==> src/rtl/injection_scheduler.sv <==
// Run-level injection scheduler for the 3x3 NoC bench fabric: round-robin send strobes, in-flight cap, inter-send gap.
// Latency: send is registered; a grant decided at an edge appears as a 1-cycle strobe in the following cycle.
// Backpressure: busy sources are skipped; sends stall on the in-flight cap or the gap. Optional macro: INJ_CYCLE_COUNT_EN.
module injection_scheduler #(
   parameter int NUM_NODES    = 9,
   parameter int CNT_BITS     = 16,
   parameter int GAP_BITS     = 8,
   parameter int MAX_INFLIGHT = 8
) (
   input  logic                 i_clk,
   input  logic                 i_reset,
   input  logic                 i_start,
   input  logic                 i_abort,
   input  logic [CNT_BITS-1:0]  i_num_packets,
   input  logic [GAP_BITS-1:0]  i_gap,
   input  logic [NUM_NODES-1:0] i_source_busy,
   input  logic [NUM_NODES-1:0] i_delivered,
   output logic [NUM_NODES-1:0] o_send,
   output logic [CNT_BITS-1:0]  o_injected,
   output logic [CNT_BITS-1:0]  o_inflight,
   output logic [1:0]           o_state,
   output logic                 o_done,
   output logic                 o_error,
   output logic [CNT_BITS-1:0]  o_run_cycles
);

   localparam int PTR_BITS = (NUM_NODES > 1) ? $clog2(NUM_NODES) : 1;
   localparam int POP_BITS = $clog2(NUM_NODES + 1);
   localparam logic [CNT_BITS-1:0] MAX_CNT = CNT_BITS'(MAX_INFLIGHT);

   typedef enum logic [1:0] {
      S_IDLE   = 2'd0,
      S_INJECT = 2'd1,
      S_DRAIN  = 2'd2,
      S_DONE   = 2'd3
   } state_t;

   state_t                r_state;
   logic                  r_done;
   logic                  r_error;
   logic [NUM_NODES-1:0]  r_send;
   logic [CNT_BITS-1:0]   r_injected;
   logic [CNT_BITS-1:0]   r_inflight;
   logic [CNT_BITS-1:0]   r_num_pkts;
   logic [GAP_BITS-1:0]   r_gap;
   logic [GAP_BITS-1:0]   r_gap_cnt;
   logic [PTR_BITS-1:0]   r_ptr;
   logic [CNT_BITS-1:0]   r_run_cycles;

   logic [POP_BITS-1:0]   w_dlv_cnt;
   logic [CNT_BITS-1:0]   w_dlv_ext;
   logic                  w_underflow;
   logic [CNT_BITS-1:0]   w_inflight_net;
   logic                  w_start_run;
   logic                  w_slot_open;
   logic                  w_found;
   logic [PTR_BITS-1:0]   w_grant_idx;
   logic [PTR_BITS-1:0]   w_scan;
   logic                  w_grant;
   logic [NUM_NODES-1:0]  w_send_vec;

   // Count every delivered pulse this cycle; several sinks may complete at once.
   always_comb begin
      w_dlv_cnt = '0;
      for (int k = 0; k < NUM_NODES; k++) begin
         w_dlv_cnt = w_dlv_cnt + POP_BITS'(i_delivered[k]);
      end
   end

   assign w_dlv_ext = CNT_BITS'(w_dlv_cnt);

   // More deliveries than tracked packets: clamp to zero and flag it (a grant still adds on top).
   assign w_underflow    = (w_dlv_ext > r_inflight);
   assign w_inflight_net = w_underflow ? '0 : (r_inflight - w_dlv_ext);

   assign w_start_run = (r_state == S_IDLE) && i_start && !i_abort;

   // Round-robin scan: first idle source after the last granted one, wrapping around.
   always_comb begin
      w_found     = 1'b0;
      w_grant_idx = '0;
      w_scan      = '0;
      for (int i = 1; i <= NUM_NODES; i++) begin
         w_scan = PTR_BITS'((int'(r_ptr) + i) % NUM_NODES);
         if (!w_found && !i_source_busy[w_scan]) begin
            w_found     = 1'b1;
            w_grant_idx = w_scan;
         end
      end
   end

   // Send opportunity for the coming cycle. On the start edge the counters are about
   // to be cleared, so only the fresh packet count matters (the cap is at least 1).
   always_comb begin
      w_slot_open = 1'b0;
      if (w_start_run) begin
         w_slot_open = (i_num_packets != '0);
      end else begin
         w_slot_open = (r_state == S_INJECT) &&
                       (r_gap_cnt == '0) &&
                       (r_injected < r_num_pkts) &&
                       (w_inflight_net < MAX_CNT);
      end
   end

   assign w_grant    = w_slot_open && w_found && !i_abort;
   assign w_send_vec = NUM_NODES'(1) << w_grant_idx;

   // Run sequencer with registered send strobe and packet accounting.
   always_ff @(posedge i_clk or posedge i_reset) begin
      if (i_reset) begin
         r_state    <= S_IDLE;
         r_done     <= 1'b0;
         r_error    <= 1'b0;
         r_send     <= '0;
         r_injected <= '0;
         r_inflight <= '0;
         r_num_pkts <= '0;
         r_gap      <= '0;
         r_gap_cnt  <= '0;
         r_ptr      <= PTR_BITS'(NUM_NODES - 1);
      end else begin
         r_send <= '0;
         if (i_abort) begin
            // Counters freeze; only the sequencer returns home.
            r_state <= S_IDLE;
            r_done  <= 1'b0;
         end else begin
            r_inflight <= w_inflight_net + CNT_BITS'(w_grant);
            r_error    <= r_error | w_underflow;
            if (w_grant) begin
               r_send     <= w_send_vec;
               r_ptr      <= w_grant_idx;
               r_injected <= r_injected + 1'b1;
               r_gap_cnt  <= r_gap;
            end else if (r_gap_cnt != '0) begin
               r_gap_cnt <= r_gap_cnt - 1'b1;
            end
            case (r_state)
               S_IDLE: begin
                  if (i_start) begin
                     r_num_pkts <= i_num_packets;
                     r_gap      <= i_gap;
                     r_injected <= CNT_BITS'(w_grant);
                     r_inflight <= CNT_BITS'(w_grant);
                     r_error    <= 1'b0;
                     r_gap_cnt  <= w_grant ? i_gap : '0;
                     r_state    <= (i_num_packets == '0) ? S_DRAIN : S_INJECT;
                  end
               end
               S_INJECT: begin
                  if (r_injected >= r_num_pkts) begin
                     r_state <= S_DRAIN;
                  end
               end
               S_DRAIN: begin
                  if (w_inflight_net == '0) begin
                     r_state <= S_DONE;
                     r_done  <= 1'b1;
                  end
               end
               S_DONE: begin
                  if (!i_start) begin
                     r_state <= S_IDLE;
                     r_done  <= 1'b0;
                  end
               end
               default: r_state <= S_IDLE;
            endcase
         end
      end
   end

`ifdef INJ_CYCLE_COUNT_EN
   // Saturating run-length counter over INJECT and DRAIN; frozen in DONE/IDLE and on abort.
   always_ff @(posedge i_clk or posedge i_reset) begin
      if (i_reset) begin
         r_run_cycles <= '0;
      end else if (!i_abort) begin
         if (w_start_run) begin
            r_run_cycles <= '0;
         end else if (((r_state == S_INJECT) || (r_state == S_DRAIN)) && (r_run_cycles != '1)) begin
            r_run_cycles <= r_run_cycles + 1'b1;
         end
      end
   end
`else
   assign r_run_cycles = '0;
`endif

   assign o_send       = r_send;
   assign o_injected   = r_injected;
   assign o_inflight   = r_inflight;
   assign o_state      = r_state;
   assign o_done       = r_done;
   assign o_error      = r_error;
   assign o_run_cycles = r_run_cycles;

endmodule
==> config.mk <==
export PLATFORM = sky130hd
export DESIGN_NAME = injection_scheduler
export DESIGN_NICKNAME = d
export VERILOG_FILES = /design/src/rtl/injection_scheduler.sv
export SDC_FILE = /design/constraint.sdc
export NUM_CORES = 1
export LEC_CHECK = 0
export CAP_MARGIN = 20
export CORE_ASPECT_RATIO = 1.75
export CORE_MARGIN = 8
export CORE_UTILIZATION = 54
export DETAILED_ROUTE_END_ITERATION = 10
export GPL_ROUTABILITY_DRIVEN = 1
export HOLD_SLACK_MARGIN = 0.02
export PLACE_DENSITY = 0.76
export SETUP_SLACK_MARGIN = 0.4
export SYNTH_ARGS = -nofsm -noshare
export SYNTH_HDL_FRONTEND = slang
export SYNTH_SLANG_ARGS = --single-unit
==> constraint.sdc <==
create_clock -name i_clk -period 6.9 [get_ports i_clk]
set_clock_uncertainty 0.05 [all_clocks]
set_input_delay 1.38 -clock i_clk [delete_from_list [all_inputs] [get_ports i_clk]]
set_output_delay 1.38 -clock i_clk [all_outputs]
set_load 0.1 [all_outputs]
==> results of run 1 <==
-- how the worst max path moves through the flow --
stage                              start              to  slack [ps]  cells past startpoint
after detailed placement  i_delivered[0]  o_inflight[13]       -1250                     25
after floorplan           i_delivered[0]  o_inflight[15]        -670                     28
after global routing      i_delivered[0]  o_inflight[15]        -830                     27
final                     i_delivered[0]  o_inflight[13]        -670                     25
after CTS                 i_delivered[0]  o_inflight[13]        -680                     26
after global placement    i_delivered[0]  o_inflight[13]       -1110                     25
-- placed cells by master (no fill, tap or decap), types with 24 or more instances in the layout --
cell type / n
sky130_fd_sc_hd__clkdlybuf4s50_1: 87
sky130_fd_sc_hd__ha_1: 77
sky130_fd_sc_hd__inv_1: 72
sky130_fd_sc_hd__buf_6: 33
sky130_fd_sc_hd__nor3_1: 32
sky130_fd_sc_hd__nand4_1: 24
sky130_fd_sc_hd__a21oi_1: 66
sky130_fd_sc_hd__xnor2_1: 30
sky130_fd_sc_hd__nand3_1: 27
sky130_fd_sc_hd__mux2i_1: 36
sky130_fd_sc_hd__o21ai_0: 71
sky130_fd_sc_hd__nand2_1: 183
sky130_fd_sc_hd__nor2_1: 88
sky130_fd_sc_hd__dfrtp_1: 79
sky130_fd_sc_hd__buf_4: 87
-- state kept, by name, indices dropped and copies added, names as in the netlist --
name        cells
r_gap           8
o_state         2
o_done          1
r_ptr           4
o_send          9
r_gap_cnt       8
o_error         1
o_inflight     16
o_injected     16
r_num_pkts     16
-- layout make-up --
type                       instances  area [µm²]
multi-input combinational       1166        8533
fill                            1575        6008
timing repair buffer             217        2071
sequential                        81        2033
inverter                          81       312.8
tap                              245       306.5
clock buffer                      10       239.0
clock inverter                     6       65.06
-- layer usage --
layer / GRT usage, % / routed length (µm)
met1: 31.45 / 13610
met5: 0 / 0
met4: 24.68 / 3538
met2: 56.27 / 20750
met3: 4.526 / 2603
-- what timing repair did --
item / 4_1_cts / 5_1_grt
pin swaps: 33 / 47
gates cloned: 1 / 1
buffers inserted: 20 / 18
gates resized for setup: 80 / 72
endpoints found under the setup margin: 55 / 55
endpoints found under the hold margin: 0 / 0
-- metrics by stage --
stage	area [µm²]	setup TNS, ps
final	13560	-10900
after global routing	13560	-19300
after CTS	13020	-6236
after detailed placement	12280	-33720
after global placement	12280	-27430
after floorplan	10890	-2558
-- logic make-up (layout without fill, tap and decap cells) --
kind of cell             count (synthesis)  in the layout  synth area share, %
flip-flops                              81             81                18.93
XOR/XNOR                                62             62                5.453
adder cells (fa/ha/maj)                 86             86                10.46
multiplexers                            53             53                5.360
AND/OR/NAND/NOR                        541            541                25.44
other                                    1             16              0.03500
buffers and inverters                  165            314                6.924
AO/OA/AOI/OAI                          408            408                27.39
-- worst register-to-register path: cells and delay by family, from the launching register on --
family                   cells  cell delay [ps]
AO/OA/AOI/OAI                9             2770
AND/OR/NAND/NOR              6             1210
buffers and inverters        7             1110
adder cells (fa/ha/maj)      4              940
flip-flops                   1              560
XOR/XNOR                     1              160
==> qor.tcl, run 1 <==
set qor(layout-drive-gt1-share_pct) 18.90
set qor(final.min_clock_period_ps) 7568
set qor(detailedPlacementHpwl_um) 28200
set qor(max_buffers_root_to_sink) 2
set qor(maximum_number_of_pins_on_one_net_before_global_route_repair) 82
set qor(worstPathRequired_ps) 7050
set qor(syn_inst) 1397
set qor(drt_pre_antenna_iters) 7
set qor(holdBufCountCts) 0
set qor(std_cell_rows) 68
set qor(syn_area_per_cell_um2) 7.670
set qor(startpoint_type) {input pin}
set qor(logic_depth_of_the_worst_register_to_register_path) 27
set qor(async_reset_ff_share_pct) 100.0
set qor(path_buf_inv) 2
set qor(timing.final.crit_share_pct) 109.7
set qor(critical_path.reg2reg.endpoint) {o_inflight[6]}
set qor(critical_path.slowest_cell) {sky130_fd_sc_hd__fa_2}
set qor(layout.cells.non_filler) 1806
set qor(cts.clk_slew.worst_paths_ps) 60
set qor(post_drt_wl_per_cell_um) 22.43
set qor(synth_most_common_cell) {sky130_fd_sc_hd__nand2_1}
set qor(diodes) 0
set qor(tritoncts) {built}
set qor(totalWireLength_um) 40500
set qor(finalWorstSetupSlack_ps) -668.5
set qor(numPlacedInstances) 1748
set qor(num_vias) 12090
set qor(synth-seq-cells) 81
set qor(worst_hold_path.endpoint) {r_gap[2]}
set qor(worst-r2r-setup-slack_ps) -30
set qor(global_route.usage.total_pct) 31.45
set qor(layout-area-overhead-vs-synth_pct) 26.55
set qor(worst-endpoint-arrival_ps) 7720
set qor(min-delay-path-class) {reg2reg}
set qor(worst-slew-pin-transition_ps) 1017
set qor(post-synth-top-area-fraction_pct) 18.68
set qor(fmaxAchievable_mhz) 132.1
set qor(yosys_warnings) 0
set qor(timing.final.max_slew_violations) 0
set qor(outcome) {finished with violations}
set qor(cpMostUsedCell) {sky130_fd_sc_hd__fa_1}
set qor(critical_path_peak_fanout) 4
set qor(final_nets) 1688
set qor(number_of_antenna_violations_at_the_first_check_in_global_routing) 0
set qor(detailedRoute.firstIterationViolations) 997
set qor(hold_start) {r_gap[2]}
set qor(dieWidth_um) 122.5
set qor(htree_num_levels) 3
set qor(grt_pass1_vias) 12150
set qor(synth.area.top_cells) {sky130_fd_sc_hd__dfrtp_1 (19%), sky130_fd_sc_hd__ha_1 (9.3%), sky130_fd_sc_hd__nand2_1 (6.7%), sky130_fd_sc_hd__o21ai_0 (4.2%), sky130_fd_sc_hd__mux2i_1 (3.4%)}
set qor(num_io_pins) 107
set qor(global_route.overflow_total) 0
set qor(final_setup_violation_count) 50
set qor(postRouteAntennaNets) 0
set qor(list_of_most_frequent_post_synthesis_cells) {sky130_fd_sc_hd__nand2_1 (190), sky130_fd_sc_hd__nor2_1 (94), sky130_fd_sc_hd__o21ai_0 (90)}
set qor(hold-worst-slack_ps) 431.2
set qor(clock_insertion_delay_worst_skew_ps) 350
set qor(rsz0062_at_grt) {yes}
set qor(synthesis.area_um2) 10720
set qor(cp_top_family) {adder cells}
set qor(finalWeightedCongestion) 0.9927
set qor(cts_sinks) 81
set qor(portBuffers) 90
set qor(synth.lib_cells_used.distinct) 107
set qor(maxCapViolations) 0
set qor(core_region_area_um2) 19570
set qor(critPathMaxStageDelay_ps) 580
set qor(synth.yosys.seq_area_share_pct) 18.93
set qor(synth_ff_type) {sky130_fd_sc_hd__dfrtp_1}
set qor(clock-root-buffer) {sky130_fd_sc_hd__clkbuf_16}
set qor(violations_in_the_final_reports) {setup timing}
set qor(floorplan.die.height_um) 202.3
set qor(reg2reg_from) {r_ptr[2]}
set qor(synth_edf_count) 0
set qor(finalCoreUtilization_pct) 69.30
set qor(yosysTopAreaCell) {sky130_fd_sc_hd__dfrtp_1}
set qor(grt_first_pass_wirelength_um) 62060
set qor(setup_cp_type) {in2reg}
set qor(tritoncts.num_buffers) 9
set qor(vias_cell) 6.697
set qor(worst_hold_stages) 2
set qor(design.die.area_um2) 24780
set qor(pre_cts_ws_ps) -1250
set qor(slew-limit-headroom_pct) 31.59
set qor(timing.critical_path.to_type) {register}
set qor(post-route-drc-count) 0
set qor(timing.final.hold_violations) 0
set qor(initial_cell_density_of_the_core_pct) 54.76
Power of run 1 is not shown: default switching activity piles up to over one toggle a cycle in this logic, so the estimate is an artifact.
==> run 2, diff against run 1 <==
--- a/config.mk
+++ b/config.mk
@@ -6,7 +6,6 @@
 export NUM_CORES = 1
 export LEC_CHECK = 0
 export CAP_MARGIN = 20
-export CORE_ASPECT_RATIO = 1.75
 export CORE_MARGIN = 8
 export CORE_UTILIZATION = 54
 export DETAILED_ROUTE_END_ITERATION = 10
==> qor.tcl, run 2 (synthesis results as in run 1) <==
set qor(floorplan.die.height_um) 156.9 ;# -22%
set qor(timing.critical_path.to_type) {register}
set qor(timing.setup.tns_ps) -4699 ;# +6198 ps
set qor(worst-slew-pin-transition_ps) 1012 ;# -5.034 ps
set qor(holdBufCountCts) 0 ;# unchanged
set qor(layout-area-overhead-vs-synth_pct) 22.02
set qor(design.die.area_um2) 24610 ;# -0.72%
set qor(hold_start) {r_gap[5]}
set qor(reg2reg_from) {r_ptr[1]}
set qor(worstPathRequired_ps) 7050 ;# about the same
set qor(layout-drive-gt1-share_pct) 16.25 ;# -2.6 points
set qor(clock-root-buffer) {sky130_fd_sc_hd__clkbuf_16}
set qor(most-common-layout-cells) {sky130_fd_sc_hd__nand2_1 (185), sky130_fd_sc_hd__nor2_1 (87), sky130_fd_sc_hd__clkdlybuf4s50_1 (87)}
set qor(drt_pre_antenna_iters) 5 ;# -2
set qor(vias_cell) 6.361 ;# -5.0%
set qor(maxCapViolations) 0 ;# unchanged
set qor(cts.clk_slew.worst_paths_ps) 60 ;# about the same
set qor(rsz0062_at_grt) {yes}
set qor(cts_sinks) 81 ;# unchanged
set qor(totalWireLength_um) 34330 ;# -15%
set qor(tritoncts) {built}
set qor(global_route.overflow_total) 0 ;# unchanged
set qor(min-delay-path-class) {reg2reg}
set qor(global_route.usage.total_pct) 27.21 ;# -4.2 points
set qor(maximum_number_of_pins_on_one_net_before_global_route_repair) 56 ;# -32%
set qor(detailedRoute.firstIterationViolations) 1259 ;# +26%
set qor(timing.final.max_slew_violations) 0 ;# unchanged
set qor(fmaxAchievable_mhz) 133.5 ;# +1.0%
set qor(postRouteAntennaNets) 0 ;# unchanged
set qor(finalWorstSetupSlack_ps) -592.3 ;# +76.22 ps
set qor(setup_cp_type) {in2reg}
set qor(violations_in_the_final_reports) {setup timing}
set qor(grt_first_pass_wirelength_um) 54590 ;# -12%
set qor(register_area_um2) 2029 ;# -0.18%
set qor(layout_commonest_cell) {sky130_fd_sc_hd__nand2_1}
set qor(startpoint_type) {input pin}
set qor(number_of_antenna_violations_at_the_first_check_in_global_routing) 0 ;# unchanged
set qor(grt_pass1_vias) 10400 ;# -14%
set qor(diodes) 0 ;# unchanged
set qor(dieWidth_um) 156.9 ;# +28%
set qor(portBuffers) 90 ;# unchanged
set qor(multi_input_comb_area_um2) 8401 ;# -1.6%
set qor(htree_num_levels) 3 ;# unchanged
set qor(core_region_area_um2) 19460 ;# -0.54%
set qor(tritoncts.num_buffers) 9 ;# unchanged
set qor(slew-limit-headroom_pct) 32.32 ;# +0.73 points
set qor(timing.final.hold_violations) 0 ;# unchanged
set qor(nFillCells) 1615 ;# +2.5%
set qor(timing.final.crit_share_pct) 108.6 ;# -1.1 points
set qor(worst-endpoint-arrival_ps) 7640 ;# -80 ps
set qor(critPathLaunch) {i_delivered[0]}
set qor(finalWeightedCongestion) 0.9994 ;# +0.67%
set qor(max_buffers_root_to_sink) 2 ;# unchanged
set qor(num_vias) 11390 ;# -5.8%
set qor(critical_path_peak_fanout) 4 ;# unchanged
set qor(clock_insertion_delay_worst_skew_ps) 340 ;# about the same
set qor(final_nets) 1653 ;# -2.1%
set qor(post_drt_wl_per_cell_um) 19.17 ;# -15%
set qor(final.min_clock_period_ps) 7492 ;# -76.22 ps
set qor(std_cell_rows) 51 ;# -25%
set qor(initial_cell_density_of_the_core_pct) 55.06 ;# +0.30 points
set qor(post-route-drc-count) 0 ;# unchanged
set qor(outcome) {finished with violations}
set qor(num_io_pins) 107 ;# unchanged
set qor(final_setup_violation_count) 21 ;# -58%
set qor(detailedPlacementHpwl_um) 25330 ;# -10%
-- run 2: worst paths after layout --
check	endpoint	slack, ps	cells past startpoint
max	o_inflight[13]	-590	25
min	r_gap[5]	430	2
max reg2reg	o_inflight[6]	130	28
min reg2reg	r_gap[5]	430	2
max in group asynchronous	o_inflight[8]	4420	3
min in group asynchronous	r_num_pkts[7]	1310	2
-- run 2: per-layer routing --
layer | GRT usage (%) | routed length (µm) | up-vias
li1 | - | - | 5354
met1 | 39.58 | 15360 | 5420
met2 | 41.02 | 14930 | 546
met3 | 4.109 | 3319 | 73
met4 | 6.865 | 722 | 0
met5 | 0 | 0 | -
-- run 2: area by class of cell --
| class | count | area share, % |
|---|---|---|
| timing repair buffer | 182 | 13.03 |
| multi-input combinational | 1166 | 64.25 |
| clock inverter | 7 | 0.5837 |
| inverter | 81 | 2.354 |
| clock buffer | 9 | 1.722 |
| sequential | 81 | 15.52 |
| tap | 265 | 2.536 |
-- run 2: worst max-delay path: stages --
cell and delay [ps]:
sky130_fd_sc_hd__buf_6 90, sky130_fd_sc_hd__fa_1 520, sky130_fd_sc_hd__inv_1 50, sky130_fd_sc_hd__fa_1 500, sky130_fd_sc_hd__fa_1 450, sky130_fd_sc_hd__fa_2 370, sky130_fd_sc_hd__fa_2 570, sky130_fd_sc_hd__ha_4 200
sky130_fd_sc_hd__nor2b_4 120, sky130_fd_sc_hd__o21a_1 190, sky130_fd_sc_hd__o21a_1 190, sky130_fd_sc_hd__or3_4 330, sky130_fd_sc_hd__and2_4 180, sky130_fd_sc_hd__o41ai_4 320, sky130_fd_sc_hd__nand4_1 160, sky130_fd_sc_hd__o31ai_2 230
sky130_fd_sc_hd__o311a_1 290, sky130_fd_sc_hd__ha_4 160, sky130_fd_sc_hd__nor3b_4 260, sky130_fd_sc_hd__nand3_1 130, sky130_fd_sc_hd__or4_4 540, sky130_fd_sc_hd__nand3_2 90, sky130_fd_sc_hd__o21ai_1 60, sky130_fd_sc_hd__a22oi_1 170
sky130_fd_sc_hd__o21ai_1 80
-- run 2: timing repair --
item                                    4_1_cts  5_1_grt
endpoints found under the hold margin         0        0
setup buffers                                11        7
pin swaps                                    41       31
cloned                                        1        0
endpoints found under the setup margin       54       55
gates resized for setup                      75       23
-- run 2: per-stage QoR --
stage	instance area, µm²	hold slack (ps)	setup WS, ps	std cells	utilization [%]
finish	13080	429.3	-592.3	1791	67.18
global route	13080	451.6	-743.5	1791	67.18
CTS	12880	428.1	-703.0	1783	66.17
detailed placement	12210	412.4	-1267	1755	62.75
global placement	12210	403.2	-1047	1755	62.75
floorplan	10890	390.1	-670.3	1412	-
Power of run 2 is left out for the same reason.
==> run 3, diff against run 2 <==
--- a/config.mk
+++ b/config.mk
@@ -16,3 +16,4 @@
 export SYNTH_ARGS = -nofsm -noshare
 export SYNTH_HDL_FRONTEND = slang
 export SYNTH_SLANG_ARGS = --single-unit
+export TNS_END_PERCENT = 100
==> results of run 3 <==
Same layout as run 2: the final DEF is identical, and so are final timing and power.
Power of run 3 is left out for the same reason.
